File: src/rtl/dma_pkg.sv
// Shared types and constants for the DMA line writer.
package dma_pkg;

    typedef enum logic [1:0] {
        IDLE      = 2'd0,
        WAIT_DATA = 2'd1,
        BURST     = 2'd2,
        FINISH    = 2'd3
    } dma_state_e;

    // Bytes per word at the default 32-bit data width.
    localparam int unsigned BPW = 4;

    function automatic int unsigned bytes_per_word(input int unsigned data_w);
        return data_w / 8;
    endfunction

endpackage

File: src/rtl/dma_wr_fifo.sv
// Show-ahead FIFO buffering sink words ahead of the Avalon-MM bursts.
// dout always presents the head entry; pop advances it on the next edge.
module dma_wr_fifo #(
    parameter int unsigned DATA_W = 32,
    parameter int unsigned DEPTH  = 16
) (
    input  logic                       clk,
    input  logic                       rst_n,
    input  logic                       push,
    input  logic                       pop,
    input  logic [DATA_W-1:0]          din,
    output logic [DATA_W-1:0]          dout,
    output logic                       full,
    output logic                       empty,
    output logic [$clog2(DEPTH+1)-1:0] count
);

    localparam int unsigned PTR_W = $clog2(DEPTH);
    localparam int unsigned CNT_W = $clog2(DEPTH+1);

    logic [DATA_W-1:0] mem_q [DEPTH];
    logic [PTR_W-1:0]  wr_ptr_q;
    logic [PTR_W-1:0]  rd_ptr_q;
    logic [CNT_W-1:0]  count_q;
    logic              push_ok;
    logic              pop_ok;

    // A push into a full FIFO is legal only when the head leaves in the same cycle.
    assign push_ok = push && (!full || pop);
    assign pop_ok  = pop && !empty;

    always_ff @(posedge clk) begin
        if (push_ok) begin
            mem_q[wr_ptr_q] <= din;
        end
    end

    always_ff @(posedge clk or negedge rst_n) begin
        if (!rst_n) begin
            wr_ptr_q <= '0;
            rd_ptr_q <= '0;
            count_q  <= '0;
        end else begin
            if (push_ok) begin
                wr_ptr_q <= wr_ptr_q + PTR_W'(1);
            end
            if (pop_ok) begin
                rd_ptr_q <= rd_ptr_q + PTR_W'(1);
            end
            case ({push_ok, pop_ok})
                2'b10:   count_q <= count_q + CNT_W'(1);
                2'b01:   count_q <= count_q - CNT_W'(1);
                default: count_q <= count_q;
            endcase
        end
    end

    assign dout  = mem_q[rd_ptr_q];
    assign full  = (count_q == CNT_W'(DEPTH));
    assign empty = (count_q == '0);
    assign count = count_q;

endmodule

File: src/rtl/dma_line_writer.sv
// Avalon-MM burst write master: moves one scan line from an Avalon-ST sink
// into memory at the programmed base address, one line per start pulse.
module dma_line_writer
    import dma_pkg::*;
#(
    parameter int unsigned DATA_W     = 32,
    parameter int unsigned ADDR_W     = 28,
    parameter int unsigned BURST_LEN  = 8,
    parameter int unsigned LINE_WORDS = 1024,
    parameter int unsigned FIFO_DEPTH = 16
) (
    input  logic                         clk,
    input  logic                         reset_n,
    input  logic [ADDR_W-1:0]            dma_address,
    input  logic                         start,
    input  logic [DATA_W-1:0]            snk_data,
    input  logic                         snk_valid,
    output logic                         snk_ready,
    output logic [ADDR_W-1:0]            avm_address,
    output logic                         avm_write,
    output logic [DATA_W-1:0]            avm_writedata,
    output logic [DATA_W/8-1:0]          avm_byteenable,
    output logic [$clog2(BURST_LEN):0]   avm_burstcount,
    input  logic                         avm_waitrequest,
    output logic                         busy,
    output logic                         done
);

    localparam int unsigned WORD_BYTES = bytes_per_word(DATA_W);
    localparam int unsigned BC_W       = $clog2(BURST_LEN) + 1;
    localparam int unsigned REM_W      = $clog2(LINE_WORDS + 1);
    localparam int unsigned CNT_W      = $clog2(FIFO_DEPTH + 1);

    // Reset asserts asynchronously and releases on a clock edge.
    logic [1:0] rst_sync_q;
    logic       rst_n;

    always_ff @(posedge clk or negedge reset_n) begin
        if (!reset_n) begin
            rst_sync_q <= 2'b00;
        end else begin
            rst_sync_q <= {rst_sync_q[0], 1'b1};
        end
    end

    assign rst_n = rst_sync_q[1];

    dma_state_e        state_q, state_d;
    logic              busy_q, busy_d;
    logic              done_q, done_d;
    logic              write_q, write_d;
    logic [ADDR_W-1:0] addr_q, addr_d;
    logic [BC_W-1:0]   bcnt_q, bcnt_d;
    logic [ADDR_W-1:0] next_addr_q, next_addr_d;
    logic [REM_W-1:0]  remain_q, remain_d;
    logic [BC_W-1:0]   beat_q, beat_d;

    logic              fifo_push;
    logic              fifo_pop;
    logic [DATA_W-1:0] fifo_dout;
    logic              fifo_full;
    logic              fifo_empty;
    logic [CNT_W-1:0]  fifo_count;

    logic [BC_W-1:0]   blen_c;
    logic              fifo_ready_c;
    logic              beat_c;
    logic              last_beat_c;

    assign snk_ready = busy_q && !fifo_full;
    assign fifo_push = snk_valid && snk_ready;
    assign fifo_pop  = beat_c;

    dma_wr_fifo #(
        .DATA_W (DATA_W),
        .DEPTH  (FIFO_DEPTH)
    ) u_fifo (
        .clk   (clk),
        .rst_n (rst_n),
        .push  (fifo_push),
        .pop   (fifo_pop),
        .din   (snk_data),
        .dout  (fifo_dout),
        .full  (fifo_full),
        .empty (fifo_empty),
        .count (fifo_count)
    );

    // Burst length: a full burst, or whatever is left of the line.
    always_comb begin
        if (32'(remain_q) >= BURST_LEN) begin
            blen_c = BC_W'(BURST_LEN);
        end else begin
            blen_c = BC_W'(remain_q);
        end
    end

    assign fifo_ready_c = (32'(fifo_count) >= 32'(blen_c));
    assign beat_c       = write_q && !avm_waitrequest;
    assign last_beat_c  = beat_c && (beat_q == (bcnt_q - BC_W'(1)));

    always_comb begin
        state_d     = state_q;
        busy_d      = busy_q;
        done_d      = 1'b0;
        write_d     = write_q;
        addr_d      = addr_q;
        bcnt_d      = bcnt_q;
        next_addr_d = next_addr_q;
        remain_d    = remain_q;
        beat_d      = beat_q;

        case (state_q)
            IDLE: begin
                if (start) begin
                    next_addr_d = dma_address;
                    remain_d    = REM_W'(LINE_WORDS);
                    busy_d      = 1'b1;
                    state_d     = WAIT_DATA;
                end
            end
            WAIT_DATA: begin
                // Address and burstcount are frozen here for the whole burst.
                if (fifo_ready_c) begin
                    addr_d      = next_addr_q;
                    bcnt_d      = blen_c;
                    next_addr_d = next_addr_q + ADDR_W'(32'(blen_c) * WORD_BYTES);
                    beat_d      = '0;
                    write_d     = 1'b1;
                    state_d     = BURST;
                end
            end
            BURST: begin
                if (beat_c) begin
                    beat_d = beat_q + BC_W'(1);
                    if (last_beat_c) begin
                        write_d  = 1'b0;
                        remain_d = remain_q - REM_W'(bcnt_q);
                        if (remain_q == REM_W'(bcnt_q)) begin
                            done_d  = 1'b1;
                            state_d = FINISH;
                        end else begin
                            state_d = WAIT_DATA;
                        end
                    end
                end
            end
            FINISH: begin
                busy_d  = 1'b0;
                state_d = IDLE;
            end
            default: begin
                state_d = IDLE;
            end
        endcase
    end

    always_ff @(posedge clk or negedge rst_n) begin
        if (!rst_n) begin
            state_q     <= IDLE;
            busy_q      <= 1'b0;
            done_q      <= 1'b0;
            write_q     <= 1'b0;
            addr_q      <= '0;
            bcnt_q      <= '0;
            next_addr_q <= '0;
            remain_q    <= '0;
            beat_q      <= '0;
        end else begin
            state_q     <= state_d;
            busy_q      <= busy_d;
            done_q      <= done_d;
            write_q     <= write_d;
            addr_q      <= addr_d;
            bcnt_q      <= bcnt_d;
            next_addr_q <= next_addr_d;
            remain_q    <= remain_d;
            beat_q      <= beat_d;
        end
    end

    // Write data is forced to zero outside a burst so stale FIFO contents never leak.
    assign avm_writedata  = (write_q && !fifo_empty) ? fifo_dout : '0;
    assign avm_address    = addr_q;
    assign avm_write      = write_q;
    assign avm_burstcount = bcnt_q;
    assign avm_byteenable = '1;
    assign busy           = busy_q;
    assign done           = done_q;

endmodule

File: config.mk
export PLATFORM = sky130hd
export DESIGN_NAME = dma_line_writer
export DESIGN_NICKNAME = d
export VERILOG_FILES = /design/src/rtl/dma_pkg.sv /design/src/rtl/dma_wr_fifo.sv /design/src/rtl/dma_line_writer.sv
export SDC_FILE = /design/constraint.sdc
export NUM_CORES = 1
export LEC_CHECK = 0
export CORE_UTILIZATION = 40
export CTS_CLUSTER_DIAMETER = 60
export CTS_CLUSTER_SIZE = 28
export DETAILED_ROUTE_END_ITERATION = 12
export DONT_BUFFER_PORTS = 1
export SLEW_MARGIN = 20
export SYNTH_ARGS = -nofsm -noshare
export SYNTH_HDL_FRONTEND = slang
export SYNTH_SLANG_ARGS = --single-unit
File: constraint.sdc
create_clock -name clk -period 2.9 [get_ports clk]
set_input_delay 0.29 -clock clk [delete_from_list [all_inputs] [get_ports clk]]
set_output_delay 0.29 -clock clk [all_outputs]
set_load 0.01 [all_outputs]
==> results of run 1 <==
-- power breakdown --
| part | leakage [nW] | internal, mW | switching (mW) | total (mW) |
|---|---|---|---|---|
| logic | 3.90 | 6.31 | 5.71 | 12.0 |
| registers | 5.77 | 10.6 | 1.00 | 11.6 |
| clock network | 0.748 | 3.14 | 3.41 | 6.55 |
| total | 10.4 | 20.1 | 10.1 | 30.2 |
-- final cells by class --
type	count	share of cell area, %
flip-flops and latches	607	58.4
repair buffers	218	8.64
multi-input cells	631	24.4
inverters	25	0.317
clock inverters	32	1.55
well taps	782	3.22
clock buffers	43	3.50
-- state kept, by name (all words and copies together), names as in the netlist --
name,cells
rst_sync_q,2
beat_q,4
remain_q,11
state_q,2
next_addr_q,28
avm_burstcount,4
u_fifo.mem_q,512
busy,1
u_fifo.count,5
done,1
avm_write,1
avm_address,28
u_fifo.rd_ptr_q,4
u_fifo.wr_ptr_q,4
-- tightest hold or removal path: stages --
cell and delay [ns]:
nor2_1 0.06, buf_4 0.16, nand2_1 0.07, xnor2_1 0.06
-- placed cells by master (no fill, tap or decap), types with 28 or more instances in the layout --
cell,Yosys,routed
buf_12,0,31
buf_4,4,77
buf_6,0,28
clkbuf_16,0,44
dfrtp_1,95,90
dlygate4sd3_1,0,62
edfxtp_1,512,512
mux4_2,160,160
nand2_1,132,108
nor2b_4,0,32
-- through the flow --
step	util, %	power (mW)	hold slack (ns)
finish	50.3	30.2	0.0840
global route	50.3	31.6	0.0752
CTS	49.5	29.8	0.0530
detailed placement	43.8	20.8	-0.00550
global placement	43.8	20.7	-0.00550
floorplan	-	17.8	-0.00559
-- path summary, 6_finish.rpt --
check                                     start                  to  slack (ns)  cells past startpoint
worst max-delay path                remain_q[6]      avm_address[7]       -0.20                     13
worst min-delay path            avm_waitrequest  u_fifo.rd_ptr_q[2]        0.08                      4
worst max register to register      remain_q[6]      avm_address[7]       -0.20                     13
worst min register to register    rst_sync_q[0]       rst_sync_q[1]        0.35                      0
max in group asynchronous         rst_sync_q[1]           beat_q[0]        1.80                      1
min in group asynchronous         rst_sync_q[1]     avm_address[17]        0.38                      0
-- kinds of logic after synthesis --
group,Yosys count
buffers and inverters,98
AO/OA/AOI/OAI,123
AND/OR/NAND/NOR,291
other,1
adder cells (fa/ha/maj),26
XOR/XNOR,23
multiplexers,163
flip-flops,607
-- routing by layer --
layer	global-route usage (%)	vias up
met5	0	-
met4	4.44	4
met3	2.68	62
met2	32.1	317
met1	25.1	6888
li1	-	5695
-- timing repair --
| action | CTS | global route |
|---|---|---|
| resized for setup | 151 | 123 |
| buffers inserted | 28 | 17 |
| setup endpoints to repair | 94 | 99 |
| cloned | 17 | 2 |
| hold buffers | 62 | 0 |
| hold endpoints to repair | 542 | 0 |
| pin swaps | 17 | 34 |
==> metrics.yaml, run 1 <==
cts_buffers: 41
clock_skew_ns: 0.0430
clkLatencyLatePin_ns: 0.61
crit_required_ns: 3.43
finalCriticalPeriod_ns: 3.10
drive_gt1_share_pct: 36.0
port-buffer-count: 0
clockRootBuffer: "clkbuf_16"
violations: "negative setup slack"
synthMuxAreaShare_pct: 14.8
synth_edf_count: 512
dr.pass1.iters: 5
nets: 1615
grt_pass1_vias: 13416
p_leak_nw: 10.4
grt_setup_unrepaired: "yes"
die_h_um: 250
routed_wl_um: 58000
ir_worst_vdd_uv: 560
n_antenna_cell: 0
yosysMostFrequentCell: "edfxtp_1"
ant_nets: 0
clk_pin_slew_ns: 0.09
drv_cap: 0
crit_path_max_incr_delay_ns: 0.47
post-dp-hpwl_um: 32900
synth.top_cell.area_share_pct: 62.6
ys_seq_area_share_pct: 72.3
cp_top_family: "simple AND/OR/NAND/NOR gates"
p_per_area_nw_per_um2: 993
max_freq_mhz: 322
num_vias: 12966
cp-end-kind: "flip-flop"
start_util_pct: 40.6
multi_input_area_um2: 7420
die_area_um2: 62400
synth_ff_type: "edfxtp_1"
relSlewSlack_pct: 48.2
synth_common_cells: "edfxtp_1, mux4_2, nand2_1"
arrival_ns: 3.63
fin_crit_sh_pct: 107
place_congestion: 0.806
drt_first_iter_violations: 1035
syn_avg_cell_area_um2: 18.4
fin_tns_setup_ns: -10.40
crit_slowest_cell: "or4_4"
synthAdderAreaFrac_pct: 1.42
htreeDepth: 2
routed.top_layer: "met5"
hold_class: "in2reg"
fin_cells: 2338
cts_tree: "built"
cp_cell_sequence: "or3_4 -> or4_4 -> nor3_4 -> nand2_2 -> ha_4 -> inv_4 -> o21a_4 -> buf_6 -> nor3_4 -> buf_6 -> buf_6 -> nand2_2 -> nand2_1"
antenna_found_initial: 2
hold_viol: 0
dr_wl_met2_um: 29900
place_area_um2: 26500
synthCells: 1332
grt_pass1_wl_um: 86900
synth_seq_cells: 607
nFillCells: 4823
io_pins: 137
globalRouteOverflowTotal: 0
layout_setup_ws_ns: -0.202
worst-path-buf-inv: 4
die-width_um: 250
wl_met3_um: 2570
grt.total_usage_pct: 18.7
worstMarginPinSlew_ns: 0.771
yosys.area.top_type: "edfxtp_1"
coreArea_um2: 60500
yosysWarnings: 0
synth_area_leaders: "edfxtp_1, mux4_2, dfrtp_1, nand2_1, ha_1"
wl_per_cell_um: 24.8
ys_types: 62
synth_compound_area_share_pct: 3.17
syn2layout_area_growth_pct: 23.9
register_area_um2: 17800
fin_area_um2: 30400
clockBufferDepth: 3
critPathKind: "reg2reg"
placed_cells: 2147
wl_met1_um: 24600
rows: 90
dpl_worst_slack_ns: -0.261
crit_path_start_kind: "flip-flop"
maxSlewViolCount: 0
drc: 0
cts_sinks: 607
async_flop_share_pct: 15.7
cpMostUsedCell: "buf_6"
grt_max_degree: 68
run_status: "finished with violations"
synth_simple_gate_area_share_pct: 5.77
synth_top_family_by_area: "multiplexers"
via_per_inst: 5.55
setup_viol: 87
syn_area_um2: 24600
synthXorXnorAreaFrac_pct: 0.882
path_max_fanout: 5
(Power assumes the default switching activity.)
==> run 2, diff against run 1 <==
--- a/config.mk
+++ b/config.mk
@@ -13,4 +13,5 @@
 export SLEW_MARGIN = 20
 export SYNTH_ARGS = -nofsm -noshare
 export SYNTH_HDL_FRONTEND = slang
+export SYNTH_HIERARCHICAL = 1
 export SYNTH_SLANG_ARGS = --single-unit
==> metrics.yaml, run 2 <==
run_status: "finished with violations"
violations: "negative setup slack"
synthCells: 1547
cts_sinks: 607
final_common_cell: "edfxtp_1"
path_max_fanout: 4
maxSlewViolCount: 0
hold_ws_ns: 0.0357
routed_wl_um: 59800
die_area_um2: 63600
worstMarginPinSlew_ns: 0.723
grt_pass1_wl_um: 87700
drc: 0
htreeDepth: 2
clock_skew_ns: 0.0446
finalCriticalPeriod_ns: 3.08
globalRouteOverflowTotal: 0
wl_per_cell_um: 23.1
hold_class: "in2reg"
antenna_found_initial: 1
crit_path_start_kind: "flip-flop"
cp-end-kind: "flip-flop"
hold_viol: 0
fin_area_um2: 30500
start_util_pct: 40.5
arrival_ns: 3.55
synth_ff_type: "edfxtp_1"
place_congestion: 0.819
synth_edf_count: 512
clockBufferDepth: 3
ys_seq_area_share_pct: 71.0
ant_nets: 0
synth_common_cells: "edfxtp_1, nand2_1, mux2i_1"
whs_endpoint: "next_addr_q[27]"
drv_cap: 0
rows: 91
cp_cell_sequence: "or4_4 -> or2_4 -> nor4_4 -> buf_6 -> inv_4 -> buf_4 -> ha_4 -> and3_4 -> a211oi_4 -> buf_6 -> buf_4 -> or4_4 -> o21ai_2 -> a21oi_2"
final_cell_mix: "edfxtp_1, nand2_1, mux2i_1"
synth_area_leaders: "edfxtp_1, dfrtp_1, mux4_2, mux2i_1, nand2_1"
die_h_um: 252
cts_tree: "built"
setup_viol: 25
fin_cells: 2588
via_per_inst: 5.47
cts_buffers: 43
layout_setup_ws_ns: -0.183
r2r-end: "next_addr_q[21]"
hold_depth: 3
die-width_um: 252
syn2layout_area_growth_pct: 22.0
grt_setup_unrepaired: "yes"
syn_avg_cell_area_um2: 16.2
grt_pass1_vias: 14199
rr_worst_depth: 14
r2r_slack_ns: -0.18
p_per_area_nw_per_um2: 996
async_flop_share_pct: 15.7
top_register: "u_fifo/mem_q"
post-dp-hpwl_um: 35200
synth.top_cell.area_share_pct: 61.4
max_freq_mhz: 324
grt_max_degree: 54
total_power_mw: 30.4
syn_area_um2: 25000
largest_reg_flops: 512
drive_gt1_share_pct: 26.6
port-buffer-count: 0
utilization_pct: 49.5
ys_types: 73
min_from: "dma_address[27]"
yosysWarnings: 6
coreArea_um2: 61700
fin_crit_sh_pct: 106
clkLatencyLatePin_ns: 0.62
r2r_start: "remain_q[6]"
place_area_um2: 27000
clockRootBuffer: "clkbuf_16"
yosysMostFrequentCell: "edfxtp_1"
crit_slowest_cell: "or4_4"
ir_worst_vdd_uv: 670
crit_required_ns: 3.37
critPathKind: "reg2reg"
nets: 1808
synth_seq_cells: 607
grt.total_usage_pct: 18.5
p_leak_nw: 10.8
cp_top_family: "simple AND/OR/NAND/NOR gates"
dr.pass1.iters: 5
clk_pin_slew_ns: 0.06
drt_first_iter_violations: 993
placed_cells: 2410
crit_path_max_incr_delay_ns: 0.53
io_pins: 137
worst-path-buf-inv: 5
num_vias: 14166
relSlewSlack_pct: 51.6
yosys.area.top_type: "edfxtp_1"
run 2: worst max path at each step:
stage                                 end  slack [ns]        start  depth (start not counted)
after CTS                 next_addr_q[26]       -0.17  remain_q[6]                         13
after global placement     next_addr_q[8]       -0.32  remain_q[6]                         12
final                     next_addr_q[21]       -0.18  remain_q[6]                         14
after global routing      next_addr_q[25]       -0.30  remain_q[6]                         12
after detailed placement  next_addr_q[26]       -0.38  remain_q[6]                         12
after floorplan           next_addr_q[26]       -0.29  remain_q[5]                         12
run 2: report_power, final:
group	internal [mW]	total [mW]	switching [mW]	leakage, nW
Clock	3.19	6.63	3.44	0.748
Combinational	5.30	12.2	6.86	4.25
Sequential	10.7	11.6	0.913	5.77
Total	19.2	30.4	11.2	10.8
run 2: cells by family after synthesis:
kind of cell / synth area share [%]
AOI/OAI and AO/OA: 7.17
buffers and inverters: 2.42
xor gates and xnor gates: 0.825
and+or+nand+nor: 6.20
other: 0.0150
muxes: 11.0
adders and majority gates: 1.39
DFF: 71.0
run 2: cell type report:
type                    count  area (um^2)
fillers                  5139        31200
flip-flops and latches    607        17800
multi-input cells         831         7800
repair buffers            208         2260
clock buffers              46         1100
well taps                 837         1050
clock inverters            32          459
inverters                  26          103
diodes                      1         2.50
run 2: stage by stage:
step                      TNS, ns  setup slack [ns]
after floorplan             -5.52            -0.290
after global placement     -11.24            -0.316
after detailed placement   -14.66            -0.379
after CTS                   -3.09            -0.167
after global routing        -8.82            -0.304
final                       -2.89            -0.183
run 2: routing by layer:
metal / part of all wire (%) / global-route usage [%]
met5: 0 / 0
met4: 2.5 / 5.47
met3: 4.5 / 2.64
met2: 51 / 32.2
met1: 42 / 24.0
run 2: tightest hold or removal path, cell delays in order:
cell	delay [ns]
or3_1	0.09
o21ai_2	0.05
a211oi_2	0.13
run 2: timing repair:
item                                    4_1_cts  5_1_grt
gates resized for setup                      49      135
cloned                                        3        5
setup buffers                                21       14
endpoints found under the setup margin       96       95
hold buffers                                 56        0
hold endpoints to repair                    536        0
pin swaps                                    15       32
